[src/rtl/motoro3_pwm_gen_multi.sv]
// ---------------------------------------------------------------------------
// motoro3_pwm_gen_multi
//
// Multi-channel PWM generator for the 3-phase motor drive. It sits between
// the m3 step/commutation timer and the phase MOS drivers.
//
// Each commutation step is split into 1..4 PWM sub-periods. After the last
// sub-period the block holds its outputs low until the next step begins.
// Duty, period and minimum on/off width are sampled only at a period start,
// so changes in the middle of a period never produce partial pulses.
// Per-channel duty is clamped so that no pulse or gap is shorter than the
// MOS driver can switch.
//
// Parameters:
//   CNT_W : width of the period/duty counters
//   NCH   : number of PWM channels (phases)
//   PL_W  : width of plLen
//
// Ports:
//   clk          in   system clock
//   rst          in   synchronous reset, active-high
//   enable       in   master run enable; 0 forces IDLE
//   plLen        in   commutation pulse length; 0 = motor stopped
//   stepLast     in   pulse on the last clock of a commutation step
//   pwmPeriod    in   PWM period in clocks (sampled at period start)
//   pwmWant      in   per-channel on-time, channel i at [i*CNT_W +: CNT_W]
//   pwmMinOn     in   minimum on/off width (sampled at period start)
//   stepSplitMax in   sub-periods per step minus one (sampled at step start)
//   pwm          out  registered PWM outputs
//   periodStart  out  registered pulse in the cnt==0 cycle of each period
//   subIdx       out  current sub-period index within the step
//   running      out  high while in RUN
// ---------------------------------------------------------------------------
module motoro3_pwm_gen_multi #(
    parameter int CNT_W = 12,
    parameter int NCH   = 3,
    parameter int PL_W  = 16
) (
    input  logic                 clk,
    input  logic                 rst,
    input  logic                 enable,
    input  logic [PL_W-1:0]      plLen,
    input  logic                 stepLast,
    input  logic [CNT_W-1:0]     pwmPeriod,
    input  logic [NCH*CNT_W-1:0] pwmWant,
    input  logic [CNT_W-1:0]     pwmMinOn,
    input  logic [1:0]           stepSplitMax,
    output logic [NCH-1:0]       pwm,
    output logic                 periodStart,
    output logic [1:0]           subIdx,
    output logic                 running
);

    typedef enum logic [1:0] {
        ST_IDLE = 2'd0,
        ST_RUN  = 2'd1,
        ST_HOLD = 2'd2
    } state_e;

    // Clamp a requested on-time against the minimum on/off width.
    // Pulses shorter than min_on are suppressed; gaps shorter than min_on
    // become full on. The headroom per-min_on is taken one bit wider so a
    // min_on at or above the period is recognised instead of wrapping.
    function automatic logic [CNT_W-1:0] eff_duty(
        input logic [CNT_W-1:0] want,
        input logic [CNT_W-1:0] per,
        input logic [CNT_W-1:0] min_on
    );
        logic [CNT_W:0] room;
        logic [CNT_W-1:0] res;
        room = {1'b0, per} - {1'b0, min_on};
        if (want == '0) begin
            res = '0;
        end else if ((min_on != '0) && (want < min_on)) begin
            res = '0;
        end else if (want >= per) begin
            res = per;
        end else if ((min_on != '0) &&
                     ((min_on >= per) || ({1'b0, want} > room))) begin
            res = per;
        end else begin
            res = want;
        end
        return res;
    endfunction

    state_e                    state_q, state_d;
    logic [CNT_W-1:0]          cnt_q, cnt_d;
    logic [1:0]                sub_q, sub_d;
    logic [1:0]                split_q, split_d;
    logic [CNT_W-1:0]          per_sh_q, per_sh_d;
    logic [NCH-1:0][CNT_W-1:0] duty_q, duty_d;
    logic [NCH-1:0]            pwm_q, pwm_d;
    logic                      ps_q, ps_d;
    logic                      run_q, run_d;

    logic                      valid_s;
    logic                      period_end_s;
    logic                      load_per_s;
    logic                      load_step_s;
    logic                      drive_s;

    assign valid_s = enable && (plLen != '0) && (pwmPeriod >= CNT_W'(2));

    // ">=" rather than "==" keeps the counter from running past the period
    // end even if the shadow were ever smaller than the count.
    assign period_end_s = (cnt_q >= (per_sh_q - CNT_W'(1)));

    // Next-state, counter and shadow-load decisions.
    always_comb begin
        state_d     = state_q;
        cnt_d       = cnt_q;
        sub_d       = sub_q;
        split_d     = split_q;
        per_sh_d    = per_sh_q;
        duty_d      = duty_q;
        load_per_s  = 1'b0;
        load_step_s = 1'b0;

        case (state_q)
            ST_IDLE: begin
                if (valid_s) begin
                    state_d     = ST_RUN;
                    load_step_s = 1'b1;
                end else begin
                    state_d = ST_IDLE;
                end
            end
            ST_RUN: begin
                if (!valid_s) begin
                    state_d = ST_IDLE;
                end else if (stepLast) begin
                    load_step_s = 1'b1;
                end else if (period_end_s) begin
                    if (sub_q < split_q) begin
                        sub_d      = sub_q + 2'd1;
                        load_per_s = 1'b1;
                    end else begin
                        state_d = ST_HOLD;
                    end
                end else begin
                    cnt_d = cnt_q + CNT_W'(1);
                end
            end
            ST_HOLD: begin
                if (!valid_s) begin
                    state_d = ST_IDLE;
                end else if (stepLast) begin
                    state_d     = ST_RUN;
                    load_step_s = 1'b1;
                end else begin
                    state_d = ST_HOLD;
                end
            end
            default: begin
                state_d = ST_IDLE;
            end
        endcase

        // A step start is also a period start, and restarts the sub-period count.
        if (load_step_s) begin
            load_per_s = 1'b1;
            sub_d      = 2'd0;
            split_d    = stepSplitMax;
        end else begin
            split_d = split_q;
        end

        if (load_per_s) begin
            cnt_d    = '0;
            per_sh_d = pwmPeriod;
            for (int i = 0; i < NCH; i++) begin
                duty_d[i] = eff_duty(pwmWant[i*CNT_W +: CNT_W], pwmPeriod, pwmMinOn);
            end
        end else begin
            per_sh_d = per_sh_q;
        end

        // Stopped motor parks the counter and index at zero.
        if (state_d == ST_IDLE) begin
            cnt_d = '0;
            sub_d = 2'd0;
        end else begin
            sub_d = sub_d;
        end
    end

    // Output decode: compare is made on the current count (one clock of
    // latency), but is masked when leaving RUN so IDLE/HOLD are low at once.
    always_comb begin
        drive_s = (state_q == ST_RUN) && (state_d == ST_RUN);
        pwm_d   = '0;
        for (int i = 0; i < NCH; i++) begin
            if (drive_s) begin
                pwm_d[i] = (cnt_q < duty_q[i]);
            end else begin
                pwm_d[i] = 1'b0;
            end
        end
        ps_d  = load_per_s;
        run_d = (state_d == ST_RUN);
    end

    // State, counter, shadow and output registers with synchronous reset.
    always_ff @(posedge clk) begin
        if (rst) begin
            state_q  <= ST_IDLE;
            cnt_q    <= '0;
            sub_q    <= 2'd0;
            split_q  <= 2'd0;
            per_sh_q <= '0;
            duty_q   <= '0;
            pwm_q    <= '0;
            ps_q     <= 1'b0;
            run_q    <= 1'b0;
        end else begin
            state_q  <= state_d;
            cnt_q    <= cnt_d;
            sub_q    <= sub_d;
            split_q  <= split_d;
            per_sh_q <= per_sh_d;
            duty_q   <= duty_d;
            pwm_q    <= pwm_d;
            ps_q     <= ps_d;
            run_q    <= run_d;
        end
    end

    assign pwm         = pwm_q;
    assign periodStart = ps_q;
    assign subIdx      = sub_q;
    assign running     = run_q;

endmodule

[config.mk]
export PLATFORM = sky130hd
export DESIGN_NAME = motoro3_pwm_gen_multi
export DESIGN_NICKNAME = d
export VERILOG_FILES = /design/src/rtl/motoro3_pwm_gen_multi.sv
export SDC_FILE = /design/constraint.sdc
export NUM_CORES = 1
export LEC_CHECK = 0
export ABC_AREA = 1
export CAP_MARGIN = 20
export CORE_MARGIN = 2
export CORE_UTILIZATION = 42
export DETAILED_ROUTE_END_ITERATION = 12
export DONT_BUFFER_PORTS = 1
export PLACE_DENSITY_LB_ADDON = 0.08
export SLEW_MARGIN = 20
export SYNTH_ARGS = -nofsm -noshare
export SYNTH_HDL_FRONTEND = slang
export SYNTH_SLANG_ARGS = --single-unit
export TNS_END_PERCENT = 5
[constraint.sdc]
create_clock -name clk -period 5 [get_ports clk]
set_clock_uncertainty 0.2 [all_clocks]
set_input_delay 1 -clock clk [delete_from_list [all_inputs] [get_ports clk]]
set_output_delay 1 -clock clk [all_outputs]
set_load 0.02 [all_outputs]
==> results_dict.tcl, run 1 <==
set metrics [dict create \
    via_per_inst 5.274 \
    holdWs_ns 0.2505 \
    numClockSinks 71 \
    slowest_delay_ns 0.46 \
    gr-usage-met1_pct 32.61 \
    antenna_found_initial 0 \
    top_usage_layer "met2" \
    grt_pass1_wl_um 38520 \
    ff2ff_setup_slack_ns 1.19 \
    final.setup.tns_ns 0 \
    io_buffers 0 \
    cts-root-buf "clkbuf_16" \
    postLayoutCoreUtil_pct 46.12 \
    fillers 1932 \
    whs_path_depth 2 \
    syn_inst 1136 \
    dieArea_um2 19670 \
    place_ws_ns 0.4529 \
    overflow 0 \
    start_kind "input port" \
    post_cts_resized 0 \
    via_count 7226 \
    ctsHoldBuffers 0 \
    initial_core_util_pct 43.11 \
    r2r_end "cnt_q[7]" \
    clk_pin_slew_ns 0.06 \
    multi_input_area_um2 5639 \
    power.density_nw_per_um2 238.4 \
    rsz0062_at_grt "false" \
    gp_congestion 0.9505 \
    fmax_ghz 0.2362 \
    numCtsBuffers 9 \
    cp.arrival_ns 4.31 \
    core_um2 18090 \
    io_pins 89 \
    synthTopCellsByArea "ha_1, dfxtp_1, nand2_1" \
    ys_types 44 \
    period_needed_ns 4.234 \
    reg2reg_depth 21 \
    yosysSeqAreaShare_pct 18.23 \
    min_from "duty_q[27]" \
    synth_nets 1388 \
    critPathKind "input port to register" \
    path_common_cell "nand2_1" \
    dp_hpwl_um 19400 \
    drtAntennaViolNets 0 \
    ys_ff_latch 71 \
    regArea_um2 1421 \
    setup-violations-final 0 \
    firstDrtPassIters 5 \
    syn2layout_area_growth_pct 6.964 \
    die-height_um 140.3 \
    yosys.area.top_type "ha_1" \
    grt_max_degree 41 \
    hold_viol_final 0 \
    yosysWarnings 0 \
    final_area_um2 8341 \
    worstReg2RegStart "per_sh_q[0]" \
    rows 49 \
    status "completed" \
    cts_buffer_depth 2 \
    drtIter0Drc 406 \
    die_w_um 140.3 \
    antenna_cells 0 \
    crit_cells 22 \
    postSynthAreaPerCell_um2 6.864 \
    grtUsageTotal_pct 25.20 \
    cp_cell_sequence "inv_1 -> ha_1 -> inv_1 -> fa_1 -> nand3_1 -> nand2_1 -> a31oi_1 -> xor2_1 -> ha_1 -> a21oi_1 -> nor2_1 -> a211oi_1 -> nand2_1 -> nand2_1 -> nand2_1 -> nand2_1 -> nand2_1 -> nand2_2 -> nand2_2 -> nand2_1 -> nand3_1 -> nand2_1" \
    finalMaxSlewViolations 0 \
    cts_setup_buffers 0 \
    p_leak_nw 4.179 \
    critPathMaxFanout 13 \
    critPathTopFamily "simple AND/OR/NAND/NOR gates" \
    drc 0 \
    endpoint_kind "register" \
    tightest_slew_ns 0.5898 \
    netlist_area_um2 7797 \
    crit_slowest_cell "xor2_1" \
    hp-class "register to register" \
    clk_latency_ns 0.33 \
    grtUsageMet2_pct 43.19 \
    grt_pass1_vias 6994 \
    placed_cell_area_um2 8019 \
    drive_gt1_share_pct 4.996 \
    maxCapViolations 0 \
    htree_levels 3 \
    worstHoldEndpoint "duty_q[27]" \
    slew_headroom_pct 60.57 \
    crit_required_ns 5.08 \
    fin_crit_sh_pct 84.67 \
    ir_worst_vdd_v 0.0001513 \
    drt_wl_total_um 24200 \
    nNetsFinal 1389 \
    grt_use_met3_pct 3.726 \
    worst-path-buf-inv 2 \
    synth_top_area_share_pct 27.12 \
    wl_per_cell_um 17.66 \
    cts_tree "done" \
    fin_ws_ns 0.7663 \
]
## registers in the layout, indices dropped and copies added, names as in the netlist
name	flops
duty_q	36
cnt_q	12
per_sh_q	12
pwm	3
split_q	2
state_q	2
subIdx	2
periodStart	1
running	1
## routing by layer
metal,share of wire (%),vias up
li1,-,3799
met1,47,3225
met2,46,169
met3,4.3,33
met4,2.8,0
met5,0,-
## cell families (layout without fill, tap and decap cells)
kind of cell             Yosys count  in the layout  share of synthesized area [%]
AO/OA/AOI/OAI                    155            155                          11.20
XOR/XNOR                          29             29                          3.257
adder cells (fa/ha/maj)          170            170                          27.37
buffers and inverters            180            185                          9.451
flip-flops                        71             71                          18.23
AND/OR/NAND/NOR                  531            531                          30.49
## worst min-delay path, delay by kind of cell (launching register included)
| family | cells | cell delay [ns] |
|---|---|---|
| DFF | 1 | 0.31 |
| and+or+nand+nor | 2 | 0.10 |
## synth_stat cells (all sizes together)
library cell,number
a211oi,7
a21boi,4
a21o,4
a21oi,85
a31oi,8
and2,1
buf,16
clkbuf,3
clkinv,4
dfxtp,71
fa,1
ha,169
inv,157
nand2,302
nand3,96
nand3b,11
nand4,12
nor2,70
nor3,19
nor4,17
o2111ai,3
o211ai,1
o21a,3
o21ai,32
o21bai,2
o22ai,5
o31ai,1
or3,3
xnor2,7
xor2,22
## through the flow
stage | instances | total power [mW]
5_1_grt | 1370 | 2.141
4_1_cts | 1370 | 2.003
3_3_place_gp | 1355 | 1.299
2_1_floorplan | 1136 | 1.153
6_report | 1370 | 1.988
3_5_place_dp | 1355 | 1.302
## worst max-delay path by stage
stage | from | to | slack, ns
finish | pwmPeriod[0] | duty_q[6] | 0.77
global route | pwmPeriod[0] | duty_q[18] | 0.47
CTS | pwmPeriod[0] | duty_q[6] | 0.80
detailed placement | pwmPeriod[0] | duty_q[6] | 0.45
global placement | pwmPeriod[0] | duty_q[6] | 0.51
floorplan | pwmPeriod[0] | duty_q[13] | 1.09
## power by group
part | internal [mW] | switching (mW) | total (mW)
clock | 0.447 | 0.247 | 0.695
combinational | 0.252 | 0.426 | 0.678
sequential | 0.596 | 0.0203 | 0.616
total | 1.30 | 0.693 | 1.99
## area by class of cell
class	instances	area share (%)
Sequential cell	71	17.04
Tap cell	229	3.435
Clock inverter	5	0.9901
Inverter	161	7.246
Multi-Input combinational cell	885	67.61
Clock buffer	10	2.865
Timing Repair Buffer	9	0.8101
## placed cells by master (no fill, tap or decap), types with 7 or more instances in the layout
cell type	Yosys	final
a31oi_1	8	8
nor3_1	18	18
o21ai_0	30	30
xor2_1	22	22
inv_1	153	153
nor4_1	17	17
nand2_2	8	8
nand4_1	10	10
a21oi_1	84	84
clkbuf_16	0	9
nand3b_1	11	11
nand2_1	293	293
xnor2_1	7	7
dfxtp_1	71	71
ha_1	169	169
nand3_1	88	88
nand3_2	8	8
a211oi_1	7	7
nor2_1	65	65
buf_4	4	9
Note: power is estimated with default switching activity, not from simulation.
==> inputs of run 2 (changes only) <==
==> constraint.sdc (replaced) <==
create_clock -name clk -period 3.5 [get_ports clk]
set_clock_uncertainty 0.2 [all_clocks]
set_input_delay 0.7 -clock clk [delete_from_list [all_inputs] [get_ports clk]]
set_output_delay 0.7 -clock clk [all_outputs]
set_load 0.02 [all_outputs]
==> run 2 against run 1 <==
  * The flow now finishes with violations (negative setup slack)
  * Wire length is 1.6% higher
  * Clock power increased by 42%
  * Critical path type unchanged
  * Critical path depth unchanged
  * Critical endpoint is now duty_q[23]
  * Die area did not move
  * Cell count up 6.0%
  * Largest power group is now combinational cells
  * Clock-buffer cell count rose by 1
  * Highest routed layer unchanged
  * Largest cell class unchanged
  * Global-route usage decreased by 0.36 points
  * Total power is 60% higher
==> results_dict.tcl, run 2 (synthesized netlist as in run 1, its figures left out) <==
set metrics [dict create \
    violations "negative setup slack" \
    holdWs_ns 0.2258 \
    firstDrtPassIters 4 \
    clkPwrFrac_pct 31.0 \
    postLayoutCoreUtil_pct 53.48 \
    internal_power_mw 2.069 \
    p_leak_nw 4.716 \
    wl_met3_um 1009 \
    drtAntennaViolNets 0 \
    hp-class "input port to register" \
    largestRegisters "duty_q: 36 flops, cnt_q: 12 flops, per_sh_q: 12 flops" \
    slew_headroom_pct 55.09 \
    top_register "duty_q" \
    critPathKind "input port to register" \
    via_count 7545 \
    grt_pass1_wl_um 38110 \
    wl_per_cell_um 16.94 \
    maxCapViolations 0 \
    reg2reg_depth 21 \
    highest_layer "met4" \
    finalMaxSlewViolations 0 \
    p_switching_mw 1.105 \
    drtIter0Drc 330 \
    setup-violations-final 7 \
    cp-startpoint "pwmMinOn[2]" \
    fin_crit_sh_pct 101.0 \
    seqPwrFrac_pct 27.8 \
    final_common_cell "nand2_1" \
    tightest_slew_ns 0.6706 \
    io_buffers 0 \
    swShare_pct 34.81 \
    largest_reg_flops 36 \
    syn2layout_area_growth_pct 24.04 \
    wl_met2_um 11680 \
    core_um2 18090 \
    fillers 1806 \
    antenna_cells 0 \
    ctsHoldBuffers 0 \
    dieArea_um2 19670 \
    die_w_um 140.3 \
    cp.arrival_ns 3.57 \
    status "finished, violations left" \
    nNetsFinal 1471 \
    ir_worst_vdd_v 0.0002316 \
    ff2ff_setup_slack_ns 0.22 \
    dp_hpwl_um 19560 \
    numClockSinks 71 \
    period_needed_ns 3.534 \
    cts_buffer_depth 2 \
    drt_wl_total_um 24590 \
    wl_met1_um 11180 \
    critPathCapture "duty_q[23]" \
    final.setup.tns_ns -0.1125 \
    drive_gt1_share_pct 19.05 \
    worstReg2RegStart "per_sh_q[2]" \
    htree_levels 3 \
    r2r_end "duty_q[23]" \
    clk_pin_slew_ns 0.06 \
    fin_ws_ns -0.03438 \
    crit_required_ns 3.53 \
    grtUsageTotal_pct 24.85 \
    cts_tree "done" \
    io_pins 89 \
    die-height_um 140.3 \
    cts-root-buf "clkbuf_16" \
    critPathMaxFanout 6 \
    endpoint_kind "register" \
    clk_latency_ns 0.34 \
    most-common-layout-cells "nand2_1, ha_1, inv_1, buf_4, a21oi_1" \
    gp_congestion 0.9091 \
    hold_viol_final 0 \
    antenna_found_initial 0 \
    p_comb_share_pct 41.1 \
    numCtsBuffers 9 \
    drc 0 \
    rows 49 \
    grt_pass1_vias 7064 \
    overflow 0 \
    start_kind "input port" \
    min_from "rst" \
    via_per_inst 5.196 \
    power.density_nw_per_um2 328.1 \
    initial_core_util_pct 43.11 \
    rsz0062_at_grt "true" \
    fmax_ghz 0.2829 \
    grt_max_degree 29 \
]
[run 2: power by group through the flow]
| stage | Clock (mW) | Sequential, mW | Combinational (mW) |
|---|---|---|---|
| finish | 0.985 | 0.883 | 1.31 |
| global route | 1.04 | 0.888 | 1.47 |
| CTS | 1.01 | 0.881 | 1.11 |
| global placement | 0 | 0.897 | 1.09 |
| detailed placement | 0 | 0.898 | 1.10 |
| floorplan | 0 | 0.889 | 0.763 |
[run 2: how the worst min path moves through the flow]
stage | endpoint | slack [ns] | cells past startpoint
6_report | state_q[0] | 0.23 | 1
3_5_place_dp | duty_q[1] | 0.24 | 2
4_1_cts | state_q[0] | 0.21 | 1
2_1_floorplan | duty_q[10] | 0.23 | 2
3_3_place_gp | duty_q[19] | 0.24 | 2
5_1_grt | state_q[1] | 0.21 | 1
[run 2: layer usage]
layer / global-route usage, % / vias to the layer above
li1: - / 3959
met1: 32.58 / 3369
met3: 3.282 / 43
met4: 7.921 / 0
met5: 0 / -
met2: 42.39 / 174
[run 2: what timing repair did]
item / 4_1_cts / 5_1_grt
setup buffers: 0 / 11
endpoints found under the setup margin: 32 / 66
pin swaps: 0 / 50
resized for setup: 7 / 111
gates cloned: 0 / 2
[run 2: through the flow]
| stage | setup WS, ns | power [mW] | area (um2) | cells |
|---|---|---|---|---|
| final | -0.03438 | 3.173 | 9672 | 1452 |
| after detailed placement | -0.4135 | 1.993 | 8640 | 1424 |
| after global routing | -0.1186 | 3.402 | 9672 | 1452 |
| after global placement | -0.4430 | 1.983 | 8640 | 1424 |
| after floorplan | 0.003267 | 1.652 | 7820 | 1136 |
| after CTS | 0.001395 | 2.999 | 8991 | 1439 |
[run 2: final cells by class]
| cell class | count | area [um2] | share of cell area, % |
|---|---|---|---|
| clock buffers | 11 | 242.7 | 2.510 |
| clock inverters | 4 | 70.07 | 0.7244 |
| inverters | 161 | 614.3 | 6.352 |
| multi-input cells | 885 | 6223 | 64.35 |
| flip-flops and latches | 71 | 1423 | 14.71 |
| well taps | 229 | 286.5 | 2.962 |
| repair buffers | 91 | 812.0 | 8.396 |
[run 2: critical path, stage by stage]
cell and delay [ns]:
clkinvlp_4 0.12, ha_4 0.28, nand2_2 0.06, nand2_2 0.08, a21oi_4 0.18, o21ai_4 0.09, a21o_1 0.21, a31oi_4 0.21
xor2_2 0.12, ha_1 0.32, nand2_1 0.06, nor4_2 0.26, nand4_1 0.11, nand2_1 0.09, inv_2 0.04, nand2_2 0.05
nand2_2 0.06, nand2_4 0.14, clkbuf_16 0.20, nand3_2 0.06, nand3_2 0.07, nand2_1 0.05
